`config.mk`:
```
export PLATFORM = sky130hd
export DESIGN_NAME = frame_fill_engine
export DESIGN_NICKNAME = d
export VERILOG_FILES = /design/src/rtl/frame_fill_engine.sv
export SDC_FILE = /design/constraint.sdc
export NUM_CORES = 1
export LEC_CHECK = 0
export BUFFER_PORTS_ARGS = -buffer_cell sky130_fd_sc_hd__buf_2
export CORE_AREA = 2 2 163 165
export CTS_CLUSTER_DIAMETER = 60
export DETAILED_ROUTE_END_ITERATION = 12
export DIE_AREA = 0 0 165 167
export PLACE_DENSITY = 0.65
export SLEW_MARGIN = 20
export SYNTH_ARGS = -nofsm -noshare
export SYNTH_HDL_FRONTEND = slang
export SYNTH_SLANG_ARGS = --single-unit
```
`constraint.sdc`:
```
create_clock -name clk -period 12.6 [get_ports clk]
set_clock_uncertainty 0.15 [all_clocks]
set_input_delay 1.26 -clock clk [delete_from_list [all_inputs] [get_ports clk]]
set_output_delay 1.26 -clock clk [all_outputs]
set_load 0.01 [all_outputs]
```
`src/rtl/frame_fill_engine.sv`:
```
// Rectangle-fill and single-pixel plot engine for a 640x480 video RAM.
// Origin, size and colour are bus-programmed; fills issue one pixel per clock in raster order.
module frame_fill_engine #(
  parameter int DW   = 9,
  parameter int HRES = 640,
  parameter int VRES = 480
) (
  input  logic          clk,
  input  logic          reset,
  input  logic          cs,
  input  logic          write,
  input  logic          read,
  input  logic [4:0]    addr,
  input  logic [31:0]   wr_data,
  output logic [31:0]   rd_data,
  output logic [18:0]   addr_pix,
  output logic [DW-1:0] wr_data_pix,
  output logic          write_pix
);

  typedef enum logic [1:0] {
    IDLE   = 2'd0,
    FILL   = 2'd1,
    FINISH = 2'd2
  } state_t;

  localparam logic [11:0] HRES_C   = 12'(HRES);
  localparam logic [11:0] VRES_C   = 12'(VRES);
  localparam logic [18:0] ROW_STEP = 19'(HRES);

  state_t        state_q, state_d;
  logic [10:0]   x0_q, x0_d, y0_q, y0_d, w_q, w_d, h_q, h_d;
  logic [DW-1:0] color_q, color_d;
  logic [11:0]   px_q, px_d, py_q, py_d;
  logic [10:0]   col_q, col_d, row_q, row_d;
  logic [18:0]   base_q, base_d;
  logic          last_q, last_d;
  logic          done_q, done_d;
  logic          write_pix_q, write_pix_d;
  logic [18:0]   addr_pix_q, addr_pix_d;
  logic [DW-1:0] wr_data_pix_q, wr_data_pix_d;

  logic          bus_wr, busy, start, plot, do_issue;
  logic [18:0]   y0_ext, base0;
  logic [11:0]   iss_x, iss_y;
  logic [18:0]   iss_base, iss_addr;
  logic [10:0]   iss_col, iss_row;
  logic          iss_on, iss_end_row, iss_last;

  // Bus transfers have no backpressure: a write is taken in any cycle with cs & write high,
  // and read data is a pure decode of addr with no strobe timing.
  logic unused_ok;
  assign unused_ok = &{1'b0, read, wr_data[31:11]};

  always_comb begin
    bus_wr = cs & write;
    busy   = (state_q != IDLE);
    start  = bus_wr && !busy && (addr == 5'd5);
    plot   = bus_wr && !busy && (addr == 5'd6);
    y0_ext = 19'(y0_q);
    base0  = (y0_ext << 9) + (y0_ext << 7);

    // The start cycle issues the origin pixel itself, so the first write lands one cycle later.
    if (state_q == FILL) begin
      iss_x    = px_q;
      iss_y    = py_q;
      iss_base = base_q;
      iss_col  = col_q;
      iss_row  = row_q;
    end else begin
      iss_x    = {1'b0, x0_q};
      iss_y    = {1'b0, y0_q};
      iss_base = base0;
      iss_col  = 11'd0;
      iss_row  = 11'd0;
    end
    iss_on      = (iss_x < HRES_C) && (iss_y < VRES_C);
    iss_addr    = iss_base + 19'(iss_x);
    iss_end_row = (iss_col == w_q - 11'd1);
    iss_last    = iss_end_row && (iss_row == h_q - 11'd1);

    state_d       = state_q;
    x0_d          = x0_q;
    y0_d          = y0_q;
    w_d           = w_q;
    h_d           = h_q;
    color_d       = color_q;
    px_d          = px_q;
    py_d          = py_q;
    col_d         = col_q;
    row_d         = row_q;
    base_d        = base_q;
    last_d        = last_q;
    done_d        = done_q;
    write_pix_d   = 1'b0;
    addr_pix_d    = addr_pix_q;
    wr_data_pix_d = wr_data_pix_q;
    do_issue      = 1'b0;

    case (state_q)
      IDLE: begin
        if (bus_wr) begin
          case (addr)
            5'd0: x0_d = wr_data[10:0];
            5'd1: y0_d = wr_data[10:0];
            5'd2: w_d = wr_data[10:0];
            5'd3: h_d = wr_data[10:0];
            5'd4: color_d = wr_data[DW-1:0];
            default: ;
          endcase
        end
        if (start) begin
          done_d = 1'b0;
          if (w_q != 11'd0 && h_q != 11'd0) begin
            state_d  = FILL;
            do_issue = 1'b1;
          end else begin
            state_d = FINISH;
          end
        end
        if (plot) begin
          write_pix_d   = iss_on;
          addr_pix_d    = iss_addr;
          wr_data_pix_d = wr_data[DW-1:0];
        end
      end
      FILL: begin
        if (last_q) state_d = FINISH;
        else        do_issue = 1'b1;
      end
      FINISH: begin
        state_d = IDLE;
        done_d  = 1'b1;
      end
      default: state_d = IDLE;
    endcase

    // Clipped pixels still advance the walk so a fill always takes W*H cycles.
    if (do_issue) begin
      write_pix_d   = iss_on;
      addr_pix_d    = iss_addr;
      wr_data_pix_d = color_q;
      last_d        = iss_last;
      if (iss_end_row) begin
        px_d   = {1'b0, x0_q};
        py_d   = iss_y + 12'd1;
        base_d = iss_base + ROW_STEP;
        col_d  = 11'd0;
        row_d  = iss_row + 11'd1;
      end else begin
        px_d   = iss_x + 12'd1;
        py_d   = iss_y;
        base_d = iss_base;
        col_d  = iss_col + 11'd1;
        row_d  = iss_row;
      end
    end
  end

  always_ff @(posedge clk or posedge reset) begin
    if (reset) begin
      state_q       <= IDLE;
      x0_q          <= '0;
      y0_q          <= '0;
      w_q           <= '0;
      h_q           <= '0;
      color_q       <= '0;
      px_q          <= '0;
      py_q          <= '0;
      col_q         <= '0;
      row_q         <= '0;
      base_q        <= '0;
      last_q        <= 1'b0;
      done_q        <= 1'b0;
      write_pix_q   <= 1'b0;
      addr_pix_q    <= '0;
      wr_data_pix_q <= '0;
    end else begin
      state_q       <= state_d;
      x0_q          <= x0_d;
      y0_q          <= y0_d;
      w_q           <= w_d;
      h_q           <= h_d;
      color_q       <= color_d;
      px_q          <= px_d;
      py_q          <= py_d;
      col_q         <= col_d;
      row_q         <= row_d;
      base_q        <= base_d;
      last_q        <= last_d;
      done_q        <= done_d;
      write_pix_q   <= write_pix_d;
      addr_pix_q    <= addr_pix_d;
      wr_data_pix_q <= wr_data_pix_d;
    end
  end

  always_comb begin
    rd_data = 32'd0;
    if (addr == 5'd7) rd_data = {30'd0, done_q, busy};
  end

  assign write_pix   = write_pix_q;
  assign addr_pix    = addr_pix_q;
  assign wr_data_pix = wr_data_pix_q;

endmodule

```
==> results.toml, run 1 <==
[flow_run]
max_cap_violations = 0

[synth]
asyncSetResetFlopFracSynth_pct = 100
seq_area_frac_synth_pct = 37.3
netlist-cell-type-count = 87
synth-seq-cells = 151
syn_area_um2 = 10100
synth_largest_area_cell = "dfrtp_1"
synth_enable_flop_cells = 0
top_post_synthesis_cells_by_area = "dfrtp_1 37%, mux2_2 6.9%, nand2_1 5.1%"
ys_warn_count = 0
postSynthCellCount = 1116
synthFlopType = "dfrtp_1"
post_synth.cell_area_avg_um2 = 9.08
yosys.area.top_type_share_pct = 37.3

[drt]
post-route-drc-count = 0
routed_wl_um = 24600
routed-via-count = 8205
drt.antenna.violating_nets = 0
drt_pre_antenna_iters = 5
post_drt_wl_per_cell_um = 16.7
avgViaCountPerCell = 5.57
initialDrtViolationCount = 494

[die]
start_util_pct = 39.3
dieArea_um2 = 27600
die_height_um = 167
die-width_um = 165
design.core.area_um2 = 25800
pin_count = 103
row_count = 59

[power_and_ir_drop]
leakage_power_uw = 0.00505
irDropWorstVdd_v = 0.0000809
power-per-cell-area_nw_per_um2 = 166

[clocking]
clock_tree_from_tritoncts = "done"
cts-buffers-inserted = 17
cts.reportedPaths.clkPinSlew_ns = 0.07
cts_max_path_buffers = 2
cts_max_level = 4
ctsRootBufferMaster = "clkbuf_16"
ctsResizeCount = 0
worst_skew_pair_latency_ns = 0.44
cts.repair_timing.setup_buffer_count = 0
cts_hold_buffers = 0
clock-sinks = 151

[sta]
grt_setup_unrepaired = "false"
hold_slack_ns = 0.319
period_minus_slack_ns = 4.82
finalSetupTns_ns = 0
worst_slew_pin_slew_ns = 1.05
slew_headroom_pct = 29.9
finalSetupViolations = 0
achievable-frequency_mhz = 207
drv_slew = 0
final-hold-violation-count = 0
post-route-period-util_pct = 38.3

[worst_setup_path]
crit_chain = "nor2b_4, buf_4, nand4_1, a31o_2, a211oi_2, and3_1, nand2_2, nor4b_2, xnor2_1"
critical-path-slowest-cell = "and3_1"
timing.critical_path.slowest_cell_delay_ns = 0.91
critical_path.n_buffers_inverters = 1
crit_path_end_kind = "register"
critPathKind = "register to register"
path_delay_family = "simple AND/OR/NAND/NOR gates"
required_ns = 12.81
critPathLaunchType = "register"
critPathMaxFanout = 65
r2r_slack_ns = 7.78
worst_ep_arrival_time_ns = 5.03

[layout]
mostFrequentLayoutCell = "dfrtp_1"
antenna_cells_inserted = 0
areaGrowthSynthToFinish_pct = 8.87
multi_input_comb_area_um2 = 5820
post_route_cells_drive_above_1_share_pct = 16.3
fillers = 2512
layout_common_cells = "151 x dfrtp_1, 137 x nand2_1, 72 x o21ai_0, 69 x nor2_1, 62 x mux2_2"
area.sequential_um2 = 3780
fin_nets = 1198

[global_route]
grt_pass1_vias = 7634
number_of_antenna_violations_at_the_first_check_in_global_routing = 0
first_pass_grt_wire_length_um = 40100
grt.total_usage_pct = 18.3
grt_max_degree = 92
grt_overflow_total = 0

[hold_path]
min-delay-path-class = "register to register"

[placed_design]
place_congestion = 0.818
dpl.hpwl_um = 16500
port_buffers = 50

[status]
outcome = "completed"
==> cell usage after synthesis (all sizes together), types with 4 or more instances <==
master	instances
dfrtp	151
nor3b	8
clkbuf	35
xnor2	37
inv	29
and3	17
nor2	72
a221oi	4
a211oi	12
a22oi	10
and3b	4
o21a	11
nand4	15
or4	4
or3	12
o211ai	8
nor4	11
ha	28
nand3b	10
o21ai	73
nand4b	5
a21oi	44
a2111oi	10
nor4b	5
nor3	32
a211o	5
mux2	62
buf	59
mux2i	21
o31a	6
nand2	139
nand3	38
a32oi	5
a31oi	11
or2	7
nand2b	5
and2	22
a21o	7
xor2	23
o31ai	8
nor2b	7
==> worst register-to-register path, stage by stage, from the launching register on <==
cell and delay [ns]:
dfrtp_1 0.64, nor2b_4 0.75, buf_4 0.70, nand4_1 0.19
a31o_2 0.29, a211oi_2 0.33, and3_1 0.92, nand2_2 0.27
nor4b_2 0.38, xnor2_1 0.15
==> state kept, by name (all words and copies together), names as in the netlist, 9 cells and up <==
signal and cells:
wr_data_pix 9, x0_q 11, col_q 11, addr_pix 19, py_q 12, h_q 11
y0_q 11, base_q 19, row_q 11, color_q 9, px_q 12, w_q 11
==> cells by family (layout without fill, tap and decap cells) <==
logic type	Yosys count	in the layout	synth area share, %
DFF	151	151	37.3
and+or+nand+nor	419	419	21.3
xor gates and xnor gates	62	62	5.63
adders and majority gates	30	30	3.85
other	1	30	0.0370
buffers and inverters	123	117	6.32
muxes	83	83	9.09
AOI/OAI and AO/OA	247	247	16.4
==> cell type report <==
| cell class | instances | share of cell area (%) |
|---|---|---|
| Sequential cell | 151 | 34.3 |
| Clock buffer | 20 | 4.14 |
| Timing Repair Buffer | 56 | 2.68 |
| Clock inverter | 12 | 1.29 |
| Inverter | 29 | 1.03 |
| Tap cell | 335 | 3.80 |
| Multi-Input combinational cell | 871 | 52.8 |
==> per-layer routing <==
layer,track usage [%],vias up,wire (um),share of wire [%]
met2,28.1,233,11100,45
met1,25.9,3951,11800,48
li1,-,3990,-,-
met3,3.16,31,1130,4.6
met5,0,-,0,0
met4,5.97,0,557,2.3
==> where the power goes <==
part / leakage, uW / internal, uW / switching, uW
combinational: 0.00279 / 252 / 357
clock: 0.000279 / 304 / 217
sequential: 0.00198 / 601 / 96.4
==> through the flow <==
stage	worst slack, ns	total power (uW)	instances	util, %	area [um2]
2_1_floorplan	7.13	1160	1145	-	10200
3_3_place_gp	7.90	1300	1442	40.5	10400
3_5_place_dp	7.87	1310	1442	40.5	10400
4_1_cts	7.86	1840	1474	42.8	11000
5_1_grt	7.53	1950	1474	42.8	11000
6_report	7.78	1830	1474	42.8	11000
==> path summary, 6_finish.rpt <==
kind / start / to / depth (start not counted)
max: state_q[0] / row_q[9] / 9
min: addr_pix[3] / addr_pix[3] / 2
max reg2reg: state_q[0] / row_q[9] / 9
min reg2reg: addr_pix[3] / addr_pix[3] / 2
max in group asynchronous: reset / w_q[9] / 3
min in group asynchronous: reset / addr_pix[2] / 2
Note: power is estimated with default switching activity, not from simulation.
==> run 2, diff against run 1 <==
- PLACE_DENSITY: 0.65 -> 0.67
- clock period: 12.6 -> 4.2 ns (I/O delays scaled with it)
==> run 2 against run 1 <==
  * Non-clock buffer count increased by 15
  * Die area unchanged
  * Global-route usage increased by 0.27 points
  * Clock-buffer cell count decreased by 1
  * Clock power increased to 3.2 times the previous value
  * Utilization increased by 0.68 points
  * Sequential power increased to 3.0 times the previous value
  * Largest power group unchanged
==> results.toml, run 2 (synthesis gave the netlist of run 1 again) <==
[status]
outcome = "completed"

[global_route]
first_pass_grt_wire_length_um = 40800
number_of_antenna_violations_at_the_first_check_in_global_routing = 0
grt_pass1_vias = 7867
grt_max_degree = 64
grt_overflow_total = 0
grt.total_usage_pct = 18.5

[worst_setup_path]
critPathLaunchType = "register"
worst_ep_arrival_time_ns = 3.76
critPathKind = "register to register"
critPathMaxFanout = 15
required_ns = 4.36
r2r_slack_ns = 0.60
crit_path_end_kind = "register"

[layout]
fin_nets = 1213
fillers = 2503
final_cell_count_no_fill = 1489
post_route_cells_drive_above_1_share_pct = 17.3
areaGrowthSynthToFinish_pct = 10.6
mostFrequentLayoutCell = "dfrtp_1"
stdcell_area_um2 = 11200
antenna_cells_inserted = 0
layout_common_cells = "151 x dfrtp_1, 137 x nand2_1, 72 x o21ai_0, 69 x nor2_1, 62 x mux2_2"

[power_and_ir_drop]
irDropWorstVdd_v = 0.000274
power-per-cell-area_nw_per_um2 = 503
leakage_power_uw = 0.00515

[sta]
grt_setup_unrepaired = "false"
slew_headroom_pct = 38.5
final-hold-violation-count = 0
finalSetupViolations = 0
finalSetupTns_ns = 0
achievable-frequency_mhz = 278
worst_slack_ns = 0.599
hold_slack_ns = 0.201
worst_slew_pin_slew_ns = 0.900
post-route-period-util_pct = 85.7
period_minus_slack_ns = 3.60
drv_slew = 0

[die]
pin_count = 103
dieArea_um2 = 27600
die_height_um = 167
start_util_pct = 39.3
die-width_um = 165
row_count = 59
design.core.area_um2 = 25800

[drt]
drt_pre_antenna_iters = 5
drt.antenna.violating_nets = 0
post-route-drc-count = 0
avgViaCountPerCell = 5.63
routed-via-count = 8383
initialDrtViolationCount = 758
post_drt_wl_per_cell_um = 16.8
routed_wl_um = 25000

[clocking]
cts-buffers-inserted = 17
cts_max_path_buffers = 2
clock-sinks = 151
worst_skew_pair_latency_ns = 0.43
cts.reportedPaths.clkPinSlew_ns = 0.06
ctsRootBufferMaster = "clkbuf_16"
clock_tree_from_tritoncts = "done"
cts_max_level = 4

[placed_design]
dpl.hpwl_um = 17100
placed_cell_area_um2 = 10600
place.detailed.instances = 1456
place_congestion = 0.827
port_buffers = 50
pre_cts_slack_ns = 0.612

[flow_run]
max_cap_violations = 0

[hold_path]
min-delay-path-class = "primary input to register"
-- run 2: cell count changes in the layout (fill, tap and decap cells not counted) --
cell,previous run,this run
inv_8,0,1
clkbuf_8,2,1
buf_12,0,2
buf_4,6,18
clkinv_4,4,2
inv_6,3,2
clkinv_2,0,1
bufinv_16,2,4
dlygate4sd3_1,0,1
-- run 2: repair_timing --
action	4_1_cts	5_1_grt
hold buffers	1	0
hold endpoints to repair	28	0
resized for setup	0	0
setup buffers	0	0
-- run 2: worst paths after layout --
| kind | start | endpoint | cells past startpoint |
|---|---|---|---|
| worst max-delay path | state_q[1] | addr_pix[17] | 13 |
| worst min-delay path | wr_data[9] | w_q[9] | 2 |
| max in group asynchronous | reset | py_q[8] | 4 |
| worst max register to register | state_q[1] | addr_pix[17] | 13 |
| min in group asynchronous | reset | addr_pix[2] | 3 |
| worst min register to register | wr_data_pix[4] | wr_data_pix[4] | 2 |
-- run 2: worst max-delay path: stages (launching register included) --
cell and delay, ns:
dfrtp_1 0.37, nand2b_2 0.35, buf_4 0.27, buf_4 0.20, and2_1 0.19, a21oi_1 0.26
inv_1 0.11, ha_1 0.37, nand3_1 0.08, o21ai_0 0.32, o21bai_1 0.19, nor4_1 0.36
xor2_1 0.16, o21ai_0 0.08
-- run 2: per-layer routing --
layer	share of wire, %	up-vias	GRT usage (%)
li1	-	4023	-
met1	49	4101	26.5
met2	45	236	28.8
met3	4.9	23	3.19
met4	1.3	0	4.99
met5	0	-	0
-- run 2: cell type report --
type	instances	area (um2)	area share [%]
inverter	29	113	1.00
timing repair buffer	71	435	3.89
clock buffer	19	443	3.95
sequential	151	3780	33.7
multi-input combinational	871	5820	52.0
tap	335	419	3.74
clock inverter	13	194	1.73
-- run 2: where the power goes --
group          internal (uW)  switching (uW)
clock network           1020             648
logic                    785            1090
registers               1800             286
-- run 2: per-stage QoR --
step	total power [uW]	utilization, %
finish	5630	43.5
floorplan	3490	-
CTS	5660	43.5
global placement	3920	41.0
detailed placement	3980	41.0
global route	6020	43.5
==> run 3, diff against run 2 <==
- CTS_CLUSTER_DIAMETER: 60 -> 100
- RECOVER_POWER: default -> 100
==> run 3 against run 2 <==
  * The run now ends with capacitance limit, slew limit left
  * Routed wire length about the same
  * Critical path type unchanged
  * Global-route usage unchanged
  * Worst setup slack lost 0.15 ns
  * Combinational power down 2%
==> results.toml, run 3 (synthesis gave the netlist of run 1 again) <==
[status]
outcome = "finished, violations left"
failed_checks = "capacitance limit, slew limit"

[sta]
final-hold-violation-count = 0
post-route-period-util_pct = 89.4
drv_slew = 152
worst_slack_ns = 0.447
achievable-frequency_mhz = 266
worst_slew_pin_slew_ns = 1.72
slew_headroom_pct = -14.6
finalSetupTns_ns = 0
grt_setup_unrepaired = "false"
finalSetupViolations = 0
period_minus_slack_ns = 3.75

[drt]
initialDrtViolationCount = 783
post_drt_wl_per_cell_um = 16.8
drt_pre_antenna_iters = 7
drt.antenna.violating_nets = 0
avgViaCountPerCell = 5.64
routed-via-count = 8408
routed_wl_um = 25000
post-route-drc-count = 0

[layout]
layout_common_cells = "151 x dfrtp_1, 138 x nand2_1, 72 x o21ai_0, 70 x nor2_1, 62 x mux2_2"
post_route_cells_drive_above_1_share_pct = 14.3
areaGrowthSynthToFinish_pct = 9.74
fin_nets = 1213
final_cell_count_no_fill = 1490
fillers = 2520
mostFrequentLayoutCell = "dfrtp_1"

[die]
pin_count = 103
start_util_pct = 39.3
die_height_um = 167
design.core.area_um2 = 25800
dieArea_um2 = 27600
row_count = 59
die-width_um = 165

[clocking]
cts_max_level = 4
cts_max_path_buffers = 2
cts-buffers-inserted = 17
worst_skew_pair_latency_ns = 0.43
ctsRootBufferMaster = "clkbuf_16"
clock_tree_from_tritoncts = "done"
cts.reportedPaths.clkPinSlew_ns = 0.06
clock-sinks = 151
cts.repair_timing.setup_buffer_count = 0

[worst_setup_path]
crit_path_end_kind = "register"
required_ns = 4.39
critPathKind = "register to register"
critPathLaunchType = "register"
worst_ep_arrival_time_ns = 3.95
ff2ff_path_depth = 10
critPathMaxFanout = 28

[flow_run]
max_cap_violations = 3

[hold_path]
min-delay-path-class = "primary input to register"
min_path_cells = 2

[power_and_ir_drop]
power-per-cell-area_nw_per_um2 = 503
leakage_power_uw = 0.00501
irDropWorstVdd_v = 0.000274

[placed_design]
place_congestion = 0.827
dpl.hpwl_um = 17100
pre_cts_slack_ns = 0.612
port_buffers = 50
place.detailed.instances = 1456

[global_route]
number_of_antenna_violations_at_the_first_check_in_global_routing = 0
grt_pass1_vias = 7867
first_pass_grt_wire_length_um = 40800
grt.total_usage_pct = 18.5
grt_max_degree = 64
grt_overflow_total = 0
-- run 3: changes by cell type in the layout (fill, tap and decap cells not counted), sizes merged --
cell	change
clkbuf	+34
buf	-34
diode	+1
-- run 3: per-stage QoR --
stage | total power (uW) | utilization [%] | hold slack (ns) | area (um2)
after detailed placement | 3980 | 41.0 | 0.308 | 10600
after global routing | 5980 | 43.1 | 0.174 | 11100
after global placement | 3920 | 41.0 | 0.307 | 10600
after floorplan | 3490 | - | 0.294 | 10200
after CTS | 5660 | 43.5 | 0.182 | 11200
final | 5600 | 43.2 | 0.197 | 11100
-- run 3: layer usage --
| layer | global-route usage (%) | vias to the layer above | wire (um) |
|---|---|---|---|
| met5 | 0 | - | 0 |
| met4 | 4.99 | 0 | 421 |
| met3 | 3.19 | 24 | 1340 |
| met2 | 28.8 | 253 | 11100 |
| met1 | 26.5 | 4095 | 12100 |
| li1 | - | 4036 | - |
-- run 3: critical path: stages (launching register included) --
cell	delay (ns)
dfrtp_1	0.36
buf_4	0.20
nor2b_4	0.44
clkbuf_2	0.53
o211ai_1	0.17
a211o_1	0.33
a22oi_1	0.27
and3_1	0.47
nand3_1	0.16
nor4b_1	0.42
xnor2_1	0.16
-- run 3: worst paths after layout --
check,start,end,slack [ns]
max,state_q[0],py_q[11],0.45
min,wr_data[10],w_q[10],0.20
max reg2reg,state_q[0],py_q[11],0.45
min reg2reg,wr_data_pix[4],wr_data_pix[4],0.32
max in group asynchronous,reset,py_q[8],1.11
min in group asynchronous,reset,addr_pix[2],0.65
-- run 3: repair_timing --
action                     CTS  global route
resized for setup            0             0
setup endpoints to repair    0             0
hold buffers                 1             0
hold endpoints to repair    28             0
-- run 3: power by group --
group / internal [uW] / switching [uW] / leakage, uW
Clock: 1020 / 647 / 0.000302
Combinational: 748 / 1090 / 0.00273
Sequential: 1800 / 291 / 0.00198
Total: 3570 / 2030 / 0.00501
-- run 3: final cells by class --
class                   instances  area (um2)  share of cell area, %
clock buffers                  19         443                   3.98
flip-flops and latches        151        3780                   34.0
well taps                     335         419                   3.77
clock inverters                13         194                   1.74
diodes                          1        2.50                 0.0225
inverters                      29         110                  0.990
multi-input cells             871        5810                   52.2
repair buffers                 71         364                   3.27
